## src/rtl/re_demapper_pkg.sv

```systemverilog
// Shared definitions for the PUSCH resource-element demapper: FSM encoding,
// grid geometry and allocation limits.
package re_demapper_pkg;

  typedef enum logic [2:0] {
    ST_IDLE      = 3'd0,
    ST_CHECK     = 3'd1,
    ST_WAIT_SYM  = 3'd2,
    ST_READ_DMRS = 3'd3,
    ST_READ_DATA = 3'd4
  } state_e;

  localparam int TOTAL_SC_DEF = 1200;  // subcarriers per grid symbol row
  localparam int MAX_RB       = 100;   // largest legal allocation
  localparam int RE_PER_RB    = 12;    // data REs per RB per symbol
  localparam int DMRS_PER_RB  = 6;     // even-offset DMRS REs per RB

  // One past the last allocated subcarrier, in 12 bits so it cannot wrap.
  function automatic logic [11:0] alloc_end(input logic [10:0] n_sc,
                                            input logic [6:0]  n_rb);
    return {1'b0, n_sc} + 12'(n_rb) * 12'(RE_PER_RB);
  endfunction

endpackage

```

## src/rtl/re_demapper_sym_credit.sv

```systemverilog
// Counts grid symbols that the mapper has finished but the demapper has not
// yet read. Saturates at 15 and never goes below 0.
module re_sym_credit (
  input  logic       clk,
  input  logic       rst,
  input  logic       clr,
  input  logic       inc,
  input  logic       dec,
  output logic [3:0] credit
);

  logic [3:0] credit_d, credit_q;

  // Next credit value: clear wins, simultaneous inc/dec cancel out.
  always_comb begin
    credit_d = credit_q;
    if (clr) begin
      credit_d = 4'd0;
    end else if (inc && !dec) begin
      if (credit_q != 4'd15) credit_d = credit_q + 4'd1;
    end else if (dec && !inc) begin
      if (credit_q != 4'd0) credit_d = credit_q - 4'd1;
    end
  end

  // Credit register.
  always_ff @(posedge clk or posedge rst) begin
    if (rst) credit_q <= 4'd0;
    else     credit_q <= credit_d;
  end

  assign credit = credit_q;

endmodule

```

## src/rtl/re_demapper.sv

```systemverilog
// Reads one PUSCH allocation out of the resource grid, symbol by symbol:
// even-offset DMRS REs on Sym_Start, every allocated RE on the symbols after
// it up to Sym_End. A symbol is read only once the mapper has reported it
// complete (Sym_Ready credit).
//
// Handshake: there is no back-pressure. Grid_Rd_En is a read strobe; the grid
// returns Grid_I/Grid_Q exactly one cycle later, and that same cycle the
// matching *_Valid is high with its address/symbol tags. Everything an output
// carries is forced to 0 whenever its valid is low.
module re_demapper
  import re_demapper_pkg::*;
#(
  parameter int DATA_W   = 18,
  parameter int TOTAL_SC = TOTAL_SC_DEF
) (
  input  logic                     CLK_RE,
  input  logic                     RST_RE,
  input  logic                     Start,
  input  logic [10:0]              N_sc,
  input  logic [6:0]               N_rb,
  input  logic [3:0]               Sym_Start,
  input  logic [3:0]               Sym_End,
  input  logic                     Sym_Ready,
  output logic                     Grid_Rd_En,
  output logic [14:0]              Grid_Rd_Addr,
  input  logic signed [DATA_W-1:0] Grid_I,
  input  logic signed [DATA_W-1:0] Grid_Q,
  output logic signed [DATA_W-1:0] Dmrs_I,
  output logic signed [DATA_W-1:0] Dmrs_Q,
  output logic                     Dmrs_Valid,
  output logic [9:0]               Dmrs_Addr,
  output logic signed [DATA_W-1:0] Data_I,
  output logic signed [DATA_W-1:0] Data_Q,
  output logic                     Data_Valid,
  output logic [10:0]              Data_Addr,
  output logic [3:0]               Data_Sym,
  output logic                     Sym_Done,
  output logic                     Demap_Done,
  output logic                     Cfg_Err,
  output logic [2:0]               dbg_state,
  output logic [3:0]               dbg_credit
);

  // Control state
  state_e      state_d, state_q;
  logic [10:0] nsc_d, nsc_q;
  logic [6:0]  nrb_d, nrb_q;
  logic [3:0]  ss_d, ss_q;
  logic [3:0]  se_d, se_q;
  logic [3:0]  sym_d, sym_q;      // symbol currently being read / waited for
  logic [10:0] sc_d, sc_q;        // subcarrier of the read being issued
  logic [10:0] idx_d, idx_q;      // RE index of the read being issued
  logic        rd_en_d, rd_en_q;
  logic        cfg_err_d, cfg_err_q;

  // Return-path pipeline, aligned with the grid read latency
  logic        dmrs_v_d, dmrs_v_q;
  logic        data_v_d, data_v_q;
  logic [10:0] out_idx_d, out_idx_q;
  logic [3:0]  out_sym_d, out_sym_q;
  logic        sym_done_d, sym_done_q;
  logic        demap_done_d, demap_done_q;

  logic        credit_clr;
  logic [3:0]  credit;
  logic        is_dmrs;
  logic [10:0] n_re;
  logic        last_rd;
  logic [4:0]  sym_nxt;
  logic        sym_over;
  logic        cfg_bad;

  assign is_dmrs  = (state_q == ST_READ_DMRS);
  assign n_re     = is_dmrs ? 11'(nrb_q) * 11'(DMRS_PER_RB)
                            : 11'(nrb_q) * 11'(RE_PER_RB);
  assign last_rd  = rd_en_q && (idx_q == n_re - 11'd1);
  assign sym_nxt  = {1'b0, sym_q} + 5'd1;
  assign sym_over = (sym_nxt > {1'b0, se_q});
  assign cfg_bad  = (nrb_q == 7'd0) || (nrb_q > 7'(MAX_RB)) ||
                    (alloc_end(nsc_q, nrb_q) > 12'(TOTAL_SC)) ||
                    (se_q < ss_q);

  re_sym_credit u_credit (
    .clk    (CLK_RE),
    .rst    (RST_RE),
    .clr    (credit_clr),
    .inc    (Sym_Ready),
    .dec    (last_rd),
    .credit (credit)
  );

  // FSM next-state and read-address generation.
  always_comb begin
    state_d    = state_q;
    nsc_d      = nsc_q;
    nrb_d      = nrb_q;
    ss_d       = ss_q;
    se_d       = se_q;
    sym_d      = sym_q;
    sc_d       = sc_q;
    idx_d      = idx_q;
    rd_en_d    = 1'b0;
    cfg_err_d  = 1'b0;
    credit_clr = 1'b0;
    unique case (state_q)
      ST_IDLE: begin
        if (Start) begin
          nsc_d      = N_sc;
          nrb_d      = N_rb;
          ss_d       = Sym_Start;
          se_d       = Sym_End;
          credit_clr = 1'b1;
          state_d    = ST_CHECK;
        end
      end
      ST_CHECK: begin
        if (cfg_bad) begin
          cfg_err_d = 1'b1;
          state_d   = ST_IDLE;
        end else begin
          sym_d   = ss_q;
          state_d = ST_WAIT_SYM;
        end
      end
      ST_WAIT_SYM: begin
        if (credit != 4'd0) begin
          if (sym_q == ss_q) begin
            state_d = ST_READ_DMRS;
            rd_en_d = 1'b1;
            sc_d    = nsc_q;
            idx_d   = 11'd0;
          end else if (sym_q > ss_q) begin
            state_d = ST_READ_DATA;
            rd_en_d = 1'b1;
            sc_d    = nsc_q;
            idx_d   = 11'd0;
          end
        end
      end
      ST_READ_DMRS, ST_READ_DATA: begin
        if (last_rd) begin
          sym_d   = sym_nxt[3:0];
          state_d = sym_over ? ST_IDLE : ST_WAIT_SYM;
        end else begin
          rd_en_d = 1'b1;
          idx_d   = idx_q + 11'd1;
          sc_d    = sc_q + (is_dmrs ? 11'd2 : 11'd1);
        end
      end
      default: state_d = ST_IDLE;
    endcase
  end

  // Tags that travel with each read so they line up with the returned sample.
  always_comb begin
    dmrs_v_d     = rd_en_q && is_dmrs;
    data_v_d     = rd_en_q && !is_dmrs;
    out_idx_d    = rd_en_q ? idx_q : 11'd0;
    out_sym_d    = (rd_en_q && !is_dmrs) ? sym_q : 4'd0;
    sym_done_d   = last_rd;
    demap_done_d = last_rd && sym_over;
  end

  // State, configuration and pipeline registers.
  always_ff @(posedge CLK_RE or posedge RST_RE) begin
    if (RST_RE) begin
      state_q      <= ST_IDLE;
      nsc_q        <= 11'd0;
      nrb_q        <= 7'd0;
      ss_q         <= 4'd0;
      se_q         <= 4'd0;
      sym_q        <= 4'd0;
      sc_q         <= 11'd0;
      idx_q        <= 11'd0;
      rd_en_q      <= 1'b0;
      cfg_err_q    <= 1'b0;
      dmrs_v_q     <= 1'b0;
      data_v_q     <= 1'b0;
      out_idx_q    <= 11'd0;
      out_sym_q    <= 4'd0;
      sym_done_q   <= 1'b0;
      demap_done_q <= 1'b0;
    end else begin
      state_q      <= state_d;
      nsc_q        <= nsc_d;
      nrb_q        <= nrb_d;
      ss_q         <= ss_d;
      se_q         <= se_d;
      sym_q        <= sym_d;
      sc_q         <= sc_d;
      idx_q        <= idx_d;
      rd_en_q      <= rd_en_d;
      cfg_err_q    <= cfg_err_d;
      dmrs_v_q     <= dmrs_v_d;
      data_v_q     <= data_v_d;
      out_idx_q    <= out_idx_d;
      out_sym_q    <= out_sym_d;
      sym_done_q   <= sym_done_d;
      demap_done_q <= demap_done_d;
    end
  end

  assign Grid_Rd_En   = rd_en_q;
  assign Grid_Rd_Addr = rd_en_q ? {sym_q, sc_q} : 15'd0;

  assign Dmrs_Valid = dmrs_v_q;
  assign Dmrs_I     = dmrs_v_q ? Grid_I : '0;
  assign Dmrs_Q     = dmrs_v_q ? Grid_Q : '0;
  assign Dmrs_Addr  = dmrs_v_q ? out_idx_q[9:0] : 10'd0;

  assign Data_Valid = data_v_q;
  assign Data_I     = data_v_q ? Grid_I : '0;
  assign Data_Q     = data_v_q ? Grid_Q : '0;
  assign Data_Addr  = data_v_q ? out_idx_q : 11'd0;
  assign Data_Sym   = data_v_q ? out_sym_q : 4'd0;

  assign Sym_Done   = sym_done_q;
  assign Demap_Done = demap_done_q;
  assign Cfg_Err    = cfg_err_q;

  assign dbg_state  = state_q;
  assign dbg_credit = credit;

endmodule

```

## config.mk

```make
export PLATFORM = sky130hd
export DESIGN_NAME = re_demapper
export DESIGN_NICKNAME = d
export VERILOG_FILES = /design/src/rtl/re_demapper_pkg.sv /design/src/rtl/re_demapper_sym_credit.sv /design/src/rtl/re_demapper.sv
export SDC_FILE = /design/constraint.sdc
export NUM_CORES = 1
export LEC_CHECK = 0
export BUFFER_PORTS_ARGS = -buffer_cell sky130_fd_sc_hd__buf_2
export CAP_MARGIN = 0
export CORE_MARGIN = 2
export CORE_UTILIZATION = 50
export DETAILED_ROUTE_END_ITERATION = 12
export HOLD_SLACK_MARGIN = 0.15
export MAX_ROUTING_LAYER = met4
export PLACE_DENSITY = 0.88
export SYNTH_ARGS = -nofsm -noshare
export SYNTH_HDL_FRONTEND = slang
export SYNTH_HIERARCHICAL = 1
export SYNTH_SLANG_ARGS = --single-unit
```

## constraint.sdc

```tcl
create_clock -name CLK_RE -period 14.05 [get_ports CLK_RE]
set_clock_uncertainty 0.2 [all_clocks]
set_input_delay 1.405 -clock CLK_RE [delete_from_list [all_inputs] [get_ports CLK_RE]]
set_output_delay 1.405 -clock CLK_RE [all_outputs]
set_load 0.01 [all_outputs]
```

==> results of run 1 <==
per-stage QoR:
step / hold slack [ns] / instances / utilization, %
after floorplan: 0.274 / 736 / -
after global placement: 0.332 / 1065 / 59.3
after detailed placement: 0.332 / 1065 / 59.3
after CTS: 0.346 / 1081 / 61.4
after global routing: 0.371 / 1083 / 61.5
final: 0.350 / 1083 / 61.5
cell families after synthesis:
logic type      synth area share, %
mux                            3.37
simple gates                   29.8
compound gates                 19.9
xor+xnor                       2.16
buf+inv                        4.71
flops                          31.1
fa+ha+maj                      8.91
path summary, 6_finish.rpt:
path	end	cells after the start
max in group asynchronous	idx_q[3]	3
hold / removal	nsc_q[9]	1
setup reg to reg	u_credit/credit[3]	17
setup / recovery	u_credit/credit[3]	17
hold reg to reg	nsc_q[9]	1
min in group asynchronous	ss_q[0]	2
metal layers:
layer	GRT usage, %	routed length (um)
met1	33.0	7430
met2	47.7	9370
met3	5.01	1540
met4	11.3	709
met5	-	0
Yosys cell counts (all sizes together), types with 6 or more instances:
cell    count  area (um2)
a211oi      9        82.6
mux2       13         146
and2      127         795
a21oi      34         174
or4         6        52.6
clkbuf     29         109
o211ai      7        57.6
inv        28         105
nand2      42         158
nand3      25         125
o21a        6        45.0
buf         9        81.3
nand2b      6        37.5
ha         41         513
nand3b      6        45.0
nor2       45         176
nor3       18        95.1
dfrtp      80        2000
or3         8        50.1
xnor2      10        95.1
mux2i       7        70.1
o21ai      50         254
nand4       9        56.3
and3       13        81.3
worst max-delay path, cell delays in order, from the launching register on:
cell,delay (ns)
dfrtp_1,0.56
nand3b_1,0.78
clkinv_1,0.74
nor3b_1,0.33
o21ai_0,0.10
a2111oi_0,0.40
nand4_1,0.17
or4_4,0.48
nor4b_1,0.32
o211ai_1,0.29
inv_1,0.19
nand2b_1,0.33
ha_1,0.33
o21ai_0,0.09
nand3b_1,0.15
o211ai_2,0.12
a21oi_1,0.11
a311oi_1,0.30
where the power goes:
group	total (mW)	internal (mW)	switching (mW)	leakage, nW
Combinational	0.602	0.266	0.336	2.69
Sequential	0.374	0.284	0.0898	0.990
Clock	0.214	0.120	0.0940	0.119
Total	1.19	0.670	0.520	3.80
flip-flops by register name, summed over array words and instances, names as in the netlist, 7 cells and up:
signal     cells
idx_q         11
sc_q          11
nsc_q         11
out_idx_q     11
nrb_q          7
area by class of cell:
cell class	count	area, um2	share of cell area [%]
antenna	2	5.00	0.0648
clock buffer	12	236	3.06
clock inverter	4	31.3	0.405
inverter	30	113	1.46
multi-input combinational	588	4130	53.5
sequential	80	2000	25.9
tap	172	215	2.79
timing repair buffer	195	988	12.8
==> impl_metrics.yaml, run 1 <==
layout:
  drive_gt1_share_pct: 28.2
  layout_commonest_cell: "buf_2"
  nets: 1014
  final_cell_mix: "buf_2, and2_1, dfrtp_1"
  fillers: 1063
  final_area_mm2: 0.00772
  syn2layout_area_growth_pct: 20.1
grt:
  grt_max_degree: 76
  grt_pass1_wl_um: 30500
  grt_pass1_vias: 5866
  antenna_found_initial: 2
  track_usage_pct: 28.1
  grt_overflow: 0
clocking:
  cts_buffer_depth: 2
  cts_buffers: 9
  htree_levels: 3
  cts-resized-gates: 0
  cts_tree: "done"
  clock_sinks: 80
  insertion_delay_ns: 0.34
  holdBufCountCts: 0
  cts_root_buf: "clkbuf_16"
  clk_pin_slew_worst_paths_ns: 0.06
  cts_setup_buffers: 0
worst_setup_path:
  r2r_slack_ns: 7.96
  path_class: "reg2reg"
  endpoint_kind: "register"
  worstPathMaxFanout: 22
  cp.required_ns: 14.08
  startpoint: "dbg_state[0]"
  r2r_start: "dbg_state[0]"
  critPathArrivalTime_ns: 6.12
  crit_path_start_kind: "register"
sta:
  fin_crit_ns: 6.09
  setup_violations: 0
  setup_slack_ns: 7.96
  tightest_slew_ns: 1.19
  fin_crit_sh_pct: 43.3
  maxSlewHeadroom_pct: 20.7
  fmax_mhz: 164
  timing.final.max_slew_violations: 0
  hold_viol: 0
  fin_setup_tns_ns: 0
  grt_setup_unrepaired: "no"
routing:
  first_pass_iters: 6
  via_per_inst: 5.82
  drt_iter0_markers: 453
  drcViolationCount: 0
  routed_wl_um: 19000
  num_vias: 6304
  wire_per_inst_um: 17.6
  ant_nets: 0
synth:
  yosys.cell_types.count: 88
  synth_ff_type: "dfrtp_1"
  postSynth.asyncResetShare_pct: 100
  ys_warn_count: 6
  synthCells: 736
  yosysSeqAreaShare_pct: 31.1
  synth_edf_count: 0
  synthesis.area_mm2: 0.00643
  avgSynthCellArea_um2: 8.74
  syn-num-nets: 846
  ys_seq_elements: 80
power:
  power.density_mw_per_mm2: 154
  cellLeakagePower_nw: 3.80
  vdd_ir_drop_max_v: 0.0000947
  p_total_mw: 1.19
placement:
  port_buffers: 190
  pre_cts_slack_ns: 8.22
  place.gp.congestion: 0.969
  dp_hpwl_um: 14300
  placed_cell_area_mm2: 0.00745
floorplan:
  die_area_mm2: 0.0138
  num_rows: 41
  core_mm2: 0.0126
  die_w_um: 117
  dieHeight_um: 117
  pin_count: 191
  initial_core_util_pct: 51.2
hold_path:
  hold_path.class: "reg2reg"
  hold_path.startpoint: "nsc_q[9]"
status:
  status: "complete, no violations"
run:
  drv_cap: 0
Power figures use the tool's default switching activity.
==> run 2, diff against run 1 <==
Settings changed: CORE_UTILIZATION 50 to 48.
Clock period 14.05 ns to 5.1 ns, I/O delays scaled along.
==> run 2 against run 1 <==
Compared with the run above:
- critical path depth rose by 1
- critical path type unchanged
- largest power group unchanged
- sequential share of layout area fell by 0.77 points
- die area rose by 4.0%
- first-iteration DRC count fell by 4.4%
- global-route usage rose by 0.49 points
==> impl_metrics.yaml, run 2 (synthesis results as in run 1) <==
sta:
  fmax_mhz: 208
  hold_slack_ns: 0.166
  tightest_slew_ns: 1.06
  fin_crit_sh_pct: 94.4
  grt_setup_unrepaired: "no"
  fin_crit_ns: 4.82
  hold_viol: 0
  timing.final.max_slew_violations: 0
  setup_violations: 0
  setup_slack_ns: 0.283
  fin_setup_tns_ns: 0
  maxSlewHeadroom_pct: 29.4
floorplan:
  initial_core_util_pct: 49.0
  core_mm2: 0.0131
  num_rows: 42
  dieHeight_um: 120
  die_w_um: 120
  pin_count: 191
  die_area_mm2: 0.0143
clocking:
  htree_levels: 3
  clk_pin_slew_worst_paths_ns: 0.06
  cts_buffers: 9
  cts_buffer_depth: 2
  clock_sinks: 80
  cts_tree: "done"
  cts_root_buf: "clkbuf_16"
  insertion_delay_ns: 0.35
routing:
  via_per_inst: 5.75
  drcViolationCount: 0
  ant_nets: 0
  num_vias: 6349
  drt_iter0_markers: 433
  wire_per_inst_um: 18.1
  routed_wl_um: 20000
  first_pass_iters: 5
worst_setup_path:
  slowest_stage: "or4_4"
  crit_path_start_kind: "register"
  slowest_delay_ns: 0.58
  critPathArrivalTime_ns: 4.86
  r2r_start: "nrb_q[0]"
  endpoint_kind: "register"
  startpoint: "nrb_q[0]"
  reg2regPathDepth: 18
  crit_chain: "ha_2, fa_2, or3_4, nor2_4, o22ai_1, a221oi_2, xnor2_1, or4_4, nor4b_2, o211ai_1, inv_1, nand2b_1, ha_1, o21ai_0, nand3b_1, o211ai_2, a21oi_1, a311oi_1"
  r2r_slack_ns: 0.28
  reg2reg_to: "u_credit/credit[3]"
  endpoint: "u_credit/credit[3]"
  path_class: "reg2reg"
  cp.required_ns: 5.14
  worstPathMaxFanout: 5
layout:
  final_cell_mix: "buf_2, and2_1, dfrtp_1"
  syn2layout_area_growth_pct: 23.8
  layout_commonest_cell: "buf_2"
  drive_gt1_share_pct: 30.1
  fillers: 1120
  nets: 1030
grt:
  grt_pass1_vias: 5959
  antenna_found_initial: 5
  grt_max_degree: 53
  track_usage_pct: 28.6
  grt_overflow: 0
  grt_pass1_wl_um: 31200
run:
  drv_cap: 0
power:
  power.density_mw_per_mm2: 432
  cellLeakagePower_nw: 3.93
  vdd_ir_drop_max_v: 0.000304
placement:
  dp_hpwl_um: 15100
  pre_cts_slack_ns: 0.210
  place.gp.congestion: 0.992
  port_buffers: 190
status:
  status: "complete, no violations"
hold_path:
  hold_path.class: "in2reg"
[run 2: power breakdown]
part           total (mW)  internal, mW  switching (mW)
logic                1.69         0.755           0.934
registers            1.02         0.783           0.240
clock network       0.728         0.469           0.258
total                3.44          2.01            1.43
[run 2: worst max-delay path, delay by kind of cell, from the launching register on]
family	cells	cell delay (ns)
flip-flops	1	0.38
XOR/XNOR	1	0.12
AND/OR/NAND/NOR	6	1.69
AO/OA/AOI/OAI	7	1.14
adder cells (fa/ha/maj)	3	1.04
buffers and inverters	1	0.14
[run 2: final cells by class]
type | count | area [um2] | area share (%)
sequential | 80 | 2000 | 25.2
multi-input combinational | 588 | 4170 | 52.4
clock inverter | 2 | 60.1 | 0.755
timing repair buffer | 211 | 1110 | 14.0
tap | 176 | 220 | 2.77
clock buffer | 14 | 274 | 3.44
inverter | 30 | 113 | 1.41
antenna | 3 | 7.51 | 0.0943
[run 2: worst min-delay path by stage]
| stage | start | endpoint | slack, ns | depth (start not counted) |
|---|---|---|---|---|
| final | Sym_Start[1] | ss_q[1] | 0.17 | 3 |
| after global placement | RST_RE | u_credit/credit[0] | 0.22 | 2 |
| after detailed placement | RST_RE | u_credit/credit[0] | 0.23 | 2 |
| after floorplan | RST_RE | u_credit/credit[0] | 0.08 | 1 |
| after global routing | Sym_Start[1] | ss_q[1] | 0.19 | 3 |
| after CTS | Sym_Start[2] | ss_q[2] | 0.16 | 3 |
[run 2: layer usage]
| metal | GRT usage (%) | up-vias | share of wire [%] | wire [um] |
|---|---|---|---|---|
| li1 | - | 3015 | - | - |
| met5 | - | - | 0 | 0 |
| met2 | 48.9 | 315 | 50 | 9960 |
| met1 | 32.4 | 2959 | 39 | 7800 |
| met3 | 4.09 | 60 | 7.0 | 1400 |
| met4 | 15.1 | 0 | 4.3 | 858 |
[run 2: through the flow]
stage / std cells / util, % / power [mW] / instance area [um2]
2_1_floorplan: 736 / - / 2.15 / 6430
3_3_place_gp: 1083 / 57.6 / 2.63 / 7560
3_5_place_dp: 1083 / 57.6 / 2.68 / 7560
4_1_cts: 1100 / 60.2 / 3.42 / 7910
5_1_grt: 1104 / 60.6 / 3.68 / 7960
6_report: 1104 / 60.6 / 3.44 / 7960
[run 2: timing repair]
| item | 4_1_cts | 5_1_grt |
|---|---|---|
| resized for setup | 0 | 8 |
| endpoints found under the setup margin | 0 | 3 |
| hold buffers | 1 | 0 |
| setup buffers | 0 | 1 |
| endpoints found under the hold margin | 4 | 0 |
==> run 3, diff against run 2 <==
Settings changed: CTS_BUF_LIST from default to sky130_fd_sc_hd__clkbuf_2 sky130_fd_sc_hd__clkbuf_4 sky130_fd_sc_hd__clkbuf_8, PLACE_DENSITY 0.88 to 0.89, SYNTH_HIERARCHICAL 1 to default.
==> run 3 against run 2 <==
Compared with the run above:
- sequential power rose by 12%
- flip-flop and latch count stayed put
- routed wire length down 13%
- non-clock buffer count is 7 higher
- combinational power grew 95%
- first-iteration DRC count is 36% lower
- critical endpoint is now u_credit.credit[3]
- largest cell class unchanged
==> impl_metrics.yaml, run 3 <==
synth:
  synth_compound_area_share_pct: 17.2
  avgSynthCellArea_um2: 8.30
  synthesis.area_mm2: 0.00605
  ys_warn_count: 0
  synthTopCellsByArea: "dfrtp_1, and2_1, ha_1, nand2_1, o21ai_0"
  ys_seq_elements: 80
  synth_edf_count: 0
  yosysSeqAreaShare_pct: 33.1
  synth_ff_type: "dfrtp_1"
  yosys.cell_types.count: 75
  synth_common_cells: "and2_1, nand2_1, dfrtp_1, o21ai_0, a21oi_1"
  postSynth.asyncResetShare_pct: 100
  synth-adder-area-share_pct: 9.59
  synth-simple-area-share_pct: 31.5
  synth_top_family_by_area: "simple AND/OR/NAND/NOR gates"
  synthCells: 729
  synth_xor_area_share_pct: 2.58
  muxShareOfSynthArea_pct: 1.34
  syn-num-nets: 839
  synth.top_cell.area_share_pct: 33.1
  yosys.area.top_type: "dfrtp_1"
  synth.most_common_cell: "and2_1"
routing:
  drt_iter0_markers: 277
  via_per_inst: 5.37
  num_vias: 5898
  first_pass_iters: 4
  wire_per_inst_um: 15.9
  routed_wl_um: 17500
  drcViolationCount: 0
  ant_nets: 0
placement:
  port_buffers: 190
  dp_hpwl_um: 13900
  place.gp.congestion: 0.949
clocking:
  cts_tree: "done"
  clock_sinks: 80
  insertion_delay_ns: 0.35
  cts_root_buf: "clkbuf_8"
  htree_levels: 3
  cts_buffer_depth: 2
  cts_buffers: 9
  clk_pin_slew_worst_paths_ns: 0.08
worst_setup_path:
  crit_chain: "ha_1, inv_1, fa_1, or3b_1, nor2_2, o21ai_2, or4_1, o221ai_2, xor2_2, nor2_1, nand2_1, nand2_1, ha_1, a21o_1, a21oi_1, or2_2, a21oi_1, o21ai_0, nor3b_1"
  worstPathMaxFanout: 6
  endpoint_kind: "register"
  slowest_stage: "fa_1"
  crit_path_start_kind: "register"
  slowest_delay_ns: 0.57
  path_class: "reg2reg"
  cp.required_ns: 5.12
  critPathArrivalTime_ns: 4.80
floorplan:
  dieHeight_um: 116
  initial_core_util_pct: 48.5
  num_rows: 41
  pin_count: 191
  core_mm2: 0.0125
  die_area_mm2: 0.0135
  die_w_um: 116
sta:
  hold_slack_ns: 0.159
  timing.final.max_slew_violations: 0
  fin_crit_ns: 4.78
  tightest_slew_ns: 1.20
  fin_crit_sh_pct: 93.7
  fmax_mhz: 209
  fin_setup_tns_ns: 0
  setup_violations: 0
  hold_viol: 0
  grt_setup_unrepaired: "no"
  maxSlewHeadroom_pct: 19.7
grt:
  track_usage_pct: 26.0
  grt_overflow: 0
  antenna_found_initial: 1
  grt_pass1_vias: 5356
  grt_max_degree: 53
  grt_pass1_wl_um: 26400
power:
  vdd_ir_drop_max_v: 0.000387
  cellLeakagePower_nw: 4.01
  power.density_mw_per_mm2: 661
layout:
  layout_commonest_cell: "buf_2"
  final_cell_mix: "buf_2, and2_1, nand2_1"
  nets: 1030
  drive_gt1_share_pct: 26.2
  syn2layout_area_growth_pct: 25.2
  fin_util_pct: 60.8
run:
  drv_cap: 0
status:
  status: "complete, no violations"
hold_path:
  hold_path.class: "in2reg"
[run 3: layout make-up]
class	count	area, um2
Multi-Input combinational cell	578	3790
Clock buffer	11	139
Timing Repair Buffer	218	1190
Fill cell	1147	4890
Inverter	33	124
Clock inverter	5	105
Sequential cell	80	2000
Antenna cell	1	2.50
Tap cell	172	215
[run 3: cell families after synthesis]
group	Yosys count
xor+xnor	17
fa+ha+maj	44
simple gates	349
flops	80
compound gates	160
buf+inv	71
mux	8
[run 3: worst paths after layout]
check / start / cells after the start / endpoint / slack [ns]
setup / recovery: nrb_q[1] / 19 / u_credit.credit[3] / 0.32
hold / removal: N_sc[7] / 3 / nsc_q[7] / 0.16
setup reg to reg: nrb_q[1] / 19 / u_credit.credit[3] / 0.32
hold reg to reg: sc_q[7] / 2 / sc_q[7] / 0.35
max in group asynchronous: RST_RE / 4 / sc_q[3] / 3.01
min in group asynchronous: RST_RE / 3 / out_sym_q[2] / 0.62
[run 3: through the flow]
stage          area [um2]  total power [mW]  std cells  setup slack, ns
2_1_floorplan        6050              3.51        729            0.418
3_3_place_gp         7160              4.25       1067            0.388
3_5_place_dp         7160              4.35       1067            0.280
4_1_cts              7540              4.95       1096            0.266
5_1_grt              7570              5.49       1098           0.0318
6_report             7570              5.01       1098            0.320
[run 3: repair_timing]
item                                    4_1_cts  5_1_grt
hold endpoints to repair                     44        0
gates resized for setup                       0        4
buffers inserted                              0        1
endpoints found under the setup margin        0        1
hold buffers                                 13        0
[run 3: critical path, delay by kind of cell (launching register included)]
| kind | cells | cell delay [ns] |
|---|---|---|
| buffers and inverters | 1 | 0.05 |
| xor gates and xnor gates | 1 | 0.27 |
| and+or+nand+nor | 8 | 1.84 |
| adders and majority gates | 3 | 1.06 |
| AOI/OAI and AO/OA | 6 | 0.79 |
| DFF | 1 | 0.44 |
[run 3: routing by layer]
layer	wire length (um)	track usage, %	share of wire (%)
met2	8770	45.5	50
met3	1070	4.00	6.1
met1	7210	30.4	41
met4	425	9.37	2.4
met5	0	-	0
[run 3: where the power goes]
part           total (mW)  internal [mW]  switching (mW)
Sequential           1.14          0.847           0.298
Combinational        3.29           1.37            1.92
Clock               0.572          0.336           0.235
